==> src/rtl/pc_seq_pkg.sv <==
// Shared constants and next-PC source encoding for the program-counter sequencer.
package pc_seq_pkg;

  localparam int unsigned PC_SEQ_ADDR_W      = 5;
  localparam int unsigned PC_SEQ_STACK_DEPTH = 4;

  typedef enum logic [2:0] {
    HOLD,
    INC,
    JUMP,
    CALL,
    RET
  } pc_src_e;

endpackage

==> src/rtl/pc_return_stack.sv <==
// Return-address LIFO for pc_sequencer: push/pop with full/empty/level status.
// Entry contents are not reset; they are only read while level_o > 0.
module pc_return_stack
  import pc_seq_pkg::*;
#(
  parameter  int unsigned ADDR_W = PC_SEQ_ADDR_W,
  parameter  int unsigned DEPTH  = PC_SEQ_STACK_DEPTH,
  localparam int unsigned LVL_W  = $clog2(DEPTH + 1),
  localparam int unsigned PTR_W  = (DEPTH > 1) ? $clog2(DEPTH) : 1
) (
  input  logic              clk_i,
  input  logic              rst_i,
  input  logic              push_i,
  input  logic              pop_i,
  input  logic [ADDR_W-1:0] data_i,
  output logic              full_o,
  output logic              empty_o,
  output logic [ADDR_W-1:0] top_o,
  output logic [LVL_W-1:0]  level_o
);

  logic [ADDR_W-1:0] mem_q [DEPTH];
  logic [LVL_W-1:0]  level_q, level_d;
  logic [PTR_W-1:0]  wr_ptr, rd_ptr;

  assign full_o  = (level_q == LVL_W'(DEPTH));
  assign empty_o = (level_q == '0);
  assign wr_ptr  = PTR_W'(level_q);
  assign rd_ptr  = PTR_W'(level_q - LVL_W'(1));
  assign top_o   = mem_q[rd_ptr];
  assign level_o = level_q;

  always_comb begin
    level_d = level_q;
    if (push_i && !full_o) begin
      level_d = level_q + LVL_W'(1);
    end else if (pop_i && !empty_o) begin
      level_d = level_q - LVL_W'(1);
    end
  end

  always_ff @(posedge clk_i or posedge rst_i) begin
    if (rst_i) begin
      level_q <= '0;
    end else begin
      level_q <= level_d;
    end
  end

  always_ff @(posedge clk_i) begin
    if (push_i && !full_o) begin
      mem_q[wr_ptr] <= data_i;
    end
  end

endmodule

==> src/rtl/pc_sequencer.sv <==
// Program-counter sequencer: increment/jump/call/return with halt at all-ones PC.
// Define PC_SEQ_RETURN_STACK_EN to enable the call/return stack; otherwise call acts as jump.
module pc_sequencer
  import pc_seq_pkg::*;
#(
  parameter  int unsigned ADDR_W      = PC_SEQ_ADDR_W,
  parameter  int unsigned STACK_DEPTH = PC_SEQ_STACK_DEPTH,
  localparam int unsigned LVL_W       = $clog2(STACK_DEPTH + 1)
) (
  input  logic              CLK,
  input  logic              RST,
  input  logic              load_done,
  input  logic              stall,
  input  logic              jump_en,
  input  logic              call_en,
  input  logic              ret_en,
  input  logic [ADDR_W-1:0] jump_address,
  output logic [ADDR_W-1:0] program_counter,
  output logic              halted,
  output logic [LVL_W-1:0]  stack_level,
  output logic              stack_err
);

  pc_src_e           src;
  logic [ADDR_W-1:0] pc_q, pc_d, pc_inc;
  logic              active;

  assign pc_inc          = pc_q + ADDR_W'(1);
  assign halted          = &pc_q;
  assign active          = load_done && !stall && !halted;
  assign program_counter = pc_q;

`ifdef PC_SEQ_RETURN_STACK_EN
  logic              stk_full, stk_empty;
  logic [ADDR_W-1:0] stk_top;
  logic              err_q, err_d;

  // Overflowing call / underflowing return degrade to a plain increment.
  always_comb begin
    src   = HOLD;
    err_d = err_q;
    if (active) begin
      if (ret_en) begin
        if (stk_empty) begin
          src   = INC;
          err_d = 1'b1;
        end else begin
          src = RET;
        end
      end else if (call_en) begin
        if (stk_full) begin
          src   = INC;
          err_d = 1'b1;
        end else begin
          src = CALL;
        end
      end else if (jump_en) begin
        src = JUMP;
      end else begin
        src = INC;
      end
    end
  end

  pc_return_stack #(
    .ADDR_W (ADDR_W),
    .DEPTH  (STACK_DEPTH)
  ) u_stack (
    .clk_i   (CLK),
    .rst_i   (RST),
    .push_i  (src == CALL),
    .pop_i   (src == RET),
    .data_i  (pc_inc),
    .full_o  (stk_full),
    .empty_o (stk_empty),
    .top_o   (stk_top),
    .level_o (stack_level)
  );

  always_ff @(posedge CLK or posedge RST) begin
    if (RST) begin
      err_q <= 1'b0;
    end else begin
      err_q <= err_d;
    end
  end

  assign stack_err = err_q;
`else
  logic unused_ret;
  assign unused_ret = ret_en;

  always_comb begin
    src = HOLD;
    if (active) begin
      src = (call_en || jump_en) ? JUMP : INC;
    end
  end

  assign stack_level = '0;
  assign stack_err   = 1'b0;
`endif

  always_comb begin
    pc_d = pc_q;
    case (src)
      INC:       pc_d = pc_inc;
      JUMP, CALL: pc_d = jump_address;
`ifdef PC_SEQ_RETURN_STACK_EN
      RET:       pc_d = stk_top;
`endif
      default:   pc_d = pc_q;
    endcase
  end

  always_ff @(posedge CLK or posedge RST) begin
    if (RST) begin
      pc_q <= '0;
    end else begin
      pc_q <= pc_d;
    end
  end

endmodule

==> config.mk <==
export PLATFORM = sky130hd
export DESIGN_NAME = pc_sequencer
export DESIGN_NICKNAME = d
export VERILOG_FILES = /design/src/rtl/pc_seq_pkg.sv /design/src/rtl/pc_return_stack.sv /design/src/rtl/pc_sequencer.sv
export SDC_FILE = /design/constraint.sdc
export NUM_CORES = 1
export LEC_CHECK = 0
export CAP_MARGIN = 20
export CORE_AREA = 2 2 39 41
export DETAILED_ROUTE_END_ITERATION = 6
export DIE_AREA = 0 0 41 43
export GPL_ROUTABILITY_DRIVEN = 0
export PLACE_DENSITY = 0.64
export SETUP_SLACK_MARGIN = 0.4
export SLEW_MARGIN = 20
export SYNTH_ARGS = -nofsm -noshare
export SYNTH_HDL_FRONTEND = slang
export SYNTH_SLANG_ARGS = --single-unit
==> constraint.sdc <==
create_clock -name CLK -period 3.3 [get_ports CLK]
set_input_delay 0.66 -clock CLK [delete_from_list [all_inputs] [get_ports CLK]]
set_output_delay 0.66 -clock CLK [all_outputs]
set_load 0.03 [all_outputs]
==> results by group <==
Worst setup path
  • Kind of critical path: reg2out
  • Data required, critical path: roughly 2600 ps
  • CP Cell Sequence: ha_1 -> and3_1 -> ha_1 -> clkdlybuf4s50_1
  • Worst Path Arrival: approximately 1900 ps
  • CP max stage cell: clkdlybuf4s50_1
  • Worst setup SP type: register
  • Buf/Inv on CP: 1
  • Worst path max stage delay: between 600 and 700 ps
  • Crit Path Max Fanout: 5
  • CP dominant cell by count: ha_1
  • Type of destination of the critical path: output port
  • Largest delay share family, worst path: buffers and inverters

Route
  • Vias: around 320
  • Routed wire length: between 700 and 800 um
  • WL/cell: between 9 and 10 um
  • ANT nets after route: 0
  • Remaining DRCs: 0
  • First-pass detailed-route iteration total: 4
  • DR vias/cell: around 4.4
  • Initial drt markers: 2

Timing
  • Final Cycle Share: 0.770
  • Fin crit period: around 2500 ps
  • Unrepaired setup endpoints after global routing: false
  • Fin Clk Skew: between 0.1 and 0.15 ps
  • Final setup vio count: 0
  • F_max: ~390 MHz
  • Fin. max-slew vios: 0
  • Setup TNS Final: 0 ps
  • Final hold vios: 0

Global route
  • Global-route wire length before repair: roughly 1.1 mm
  • Total gr overflow: 0
  • Total GRT Usage: 0.108
  • Largest net degree at the start of global routing: 11
  • Via count of the first global-routing pass: 284
  • Initial antenna violation count: 0

Cells and area
  • Layout cells sized above 1: 0.0893
  • Commonest non-fill, non-tap cell in the layout: clkdlybuf4s50_1
  • Most frequent cells in the layout: 16 x clkdlybuf4s50_1, 5 x dfrtp_1, 4 x a21oi_1, 4 x conb_1
  • Nets: between 70 and 80
  • N_diodes: 0
  • Filler cell count in the final layout: ~160
  • Final core area utilization: 0.390
  • Area Growth Syn to Fin: 53.4%
  • Max reg flops: 5

Floorplan
  • Starting density of the core: 0.254
  • Num rows: 14
  • Die footprint: 0.00176 mm2
  • Core outline area: about 0.0014 mm2
  • Die Y: 43 um
  • Chip width: between 40 and 50 um
  • IO Pins: 22

Clock tree
  • Resized Gates After CTS: 0
  • Clock Latency Late Sink: about 250 ps
  • CTS H-tree depth: 1
  • Post-CTS Repair Setup Buffers: 0
  • CTS clk-pin slew, worst paths: about 40 ps
  • CTS Buf Count: 3
  • CTS Hold Buffers Added: 0
  • Root Driver: clkbuf_4
  • Clk sinks: 5
  • CTS max path bufs: 2
  • Clock tree from TritonCTS: done

Status
  • Status: completed

Logic synthesis
  • Mapped Cells: 37
  • Sequential fraction of the synthesis area: 0.356
  • Synthesized area per cell: approximately 9.5 um2
  • Yosys top cell area share: 0.356
  • Flops & latches, synth: 5
  • Synth area leaders: dfrtp_1 36%, mux2i_1 8.5%, buf_4 8.5%
  • Post-synth cell types: 20
  • Post-synth top area cell: dfrtp_1
  • Yosys warns: 0
  • Mapped cell area: approximately 350 um2

Place
  • Detail Placement HPWL: ~570 um
  • PortBufs: 16

Power
  • Max IR drop VDD: between 200 and 300 uV
  • Leakage: 0.000230 uW
  • PwrDens: 557 mW/mm2

Job
  • MaxCap Viol Count: 0

Min path
  • Worst hold path class: reg2reg
[path summary, 6_finish.rpt]
| path | start | to | slack (ps) | cells past startpoint |
|---|---|---|---|---|
| max reg2reg | program_counter[0] | program_counter[3] | 1400 | 6 |
| min reg2reg | program_counter[0] | program_counter[0] | 520 | 1 |
| max | program_counter[0] | halted | 760 | 4 |
| min | program_counter[0] | program_counter[0] | 520 | 1 |
| max in group asynchronous | RST | program_counter[0] | 2510 | 2 |
| min in group asynchronous | RST | program_counter[2] | 610 | 2 |
[worst reg2reg max path, cell delays in order, from the launching register on]
cell,delay [ps]
dfrtp_1,410
ha_1,230
and3_1,190
ha_1,210
nor3b_4,370
o31ai_1,130
a22o_1,240
[stage by stage]
stage	hold slack, ps	worst slack (ps)	cell area (um2)	cells	power [uW]
2_1_floorplan	439	1230	363	40	177
3_3_place_gp	524	1000	513	68	229
3_5_place_dp	517	1010	513	68	230
4_1_cts	529	736	539	72	307
5_1_grt	556	624	539	72	328
6_report	522	758	539	72	301
[cells in the mapped netlist]
| cell | n |
|---|---|
| dfrtp_1 | 5 |
| a21oi_1 | 4 |
| buf_4 | 4 |
| mux2i_1 | 3 |
| and3_1 | 2 |
| ha_1 | 2 |
| inv_1 | 2 |
| nor2_1 | 2 |
| o21ai_0 | 2 |
| a21boi_0 | 1 |
| a22o_1 | 1 |
| conb_1 | 1 |
| nand2_1 | 1 |
| nor2_2 | 1 |
| nor3_1 | 1 |
| nor3b_4 | 1 |
| o21bai_1 | 1 |
| o2bb2ai_1 | 1 |
| o31ai_1 | 1 |
| or3_1 | 1 |
[power by group]
part	switching (uW)	internal [uW]	total (uW)	leakage [uW]
logic	72.0	62.9	135	0.000158
registers	15.6	77.1	92.7	0.0000572
clock network	27.1	45.8	73.0	0.0000150
total	115	186	301	0.000230
[layout make-up]
type | count | area (um2) | share of cell area
well taps | 16 | 20.0 | 0.0371
inverters | 2 | 7.51 | 0.0139
flip-flops and latches | 5 | 125 | 0.232
repair buffers | 16 | 160 | 0.297
multi-input cells | 29 | 200 | 0.371
clock buffers | 4 | 26.3 | 0.0487
[kinds of logic after synthesis]
group | count (synthesis) | share of synthesized area
flops | 5 | 0.356
other cells | 1 | 0.0107
simple gates | 9 | 0.171
fa+ha+maj | 2 | 0.0712
mux | 3 | 0.0854
compound gates | 11 | 0.199
buf+inv | 6 | 0.107
[metal layers]
metal,part of all wire,up-vias,global-route usage
met4,0.015,0,0.0600
met5,0,-,0
met1,0.43,136,0.114
li1,-,164,-
met2,0.43,15,0.134
met3,0.13,2,0.105
(Power assumes the default switching activity.)
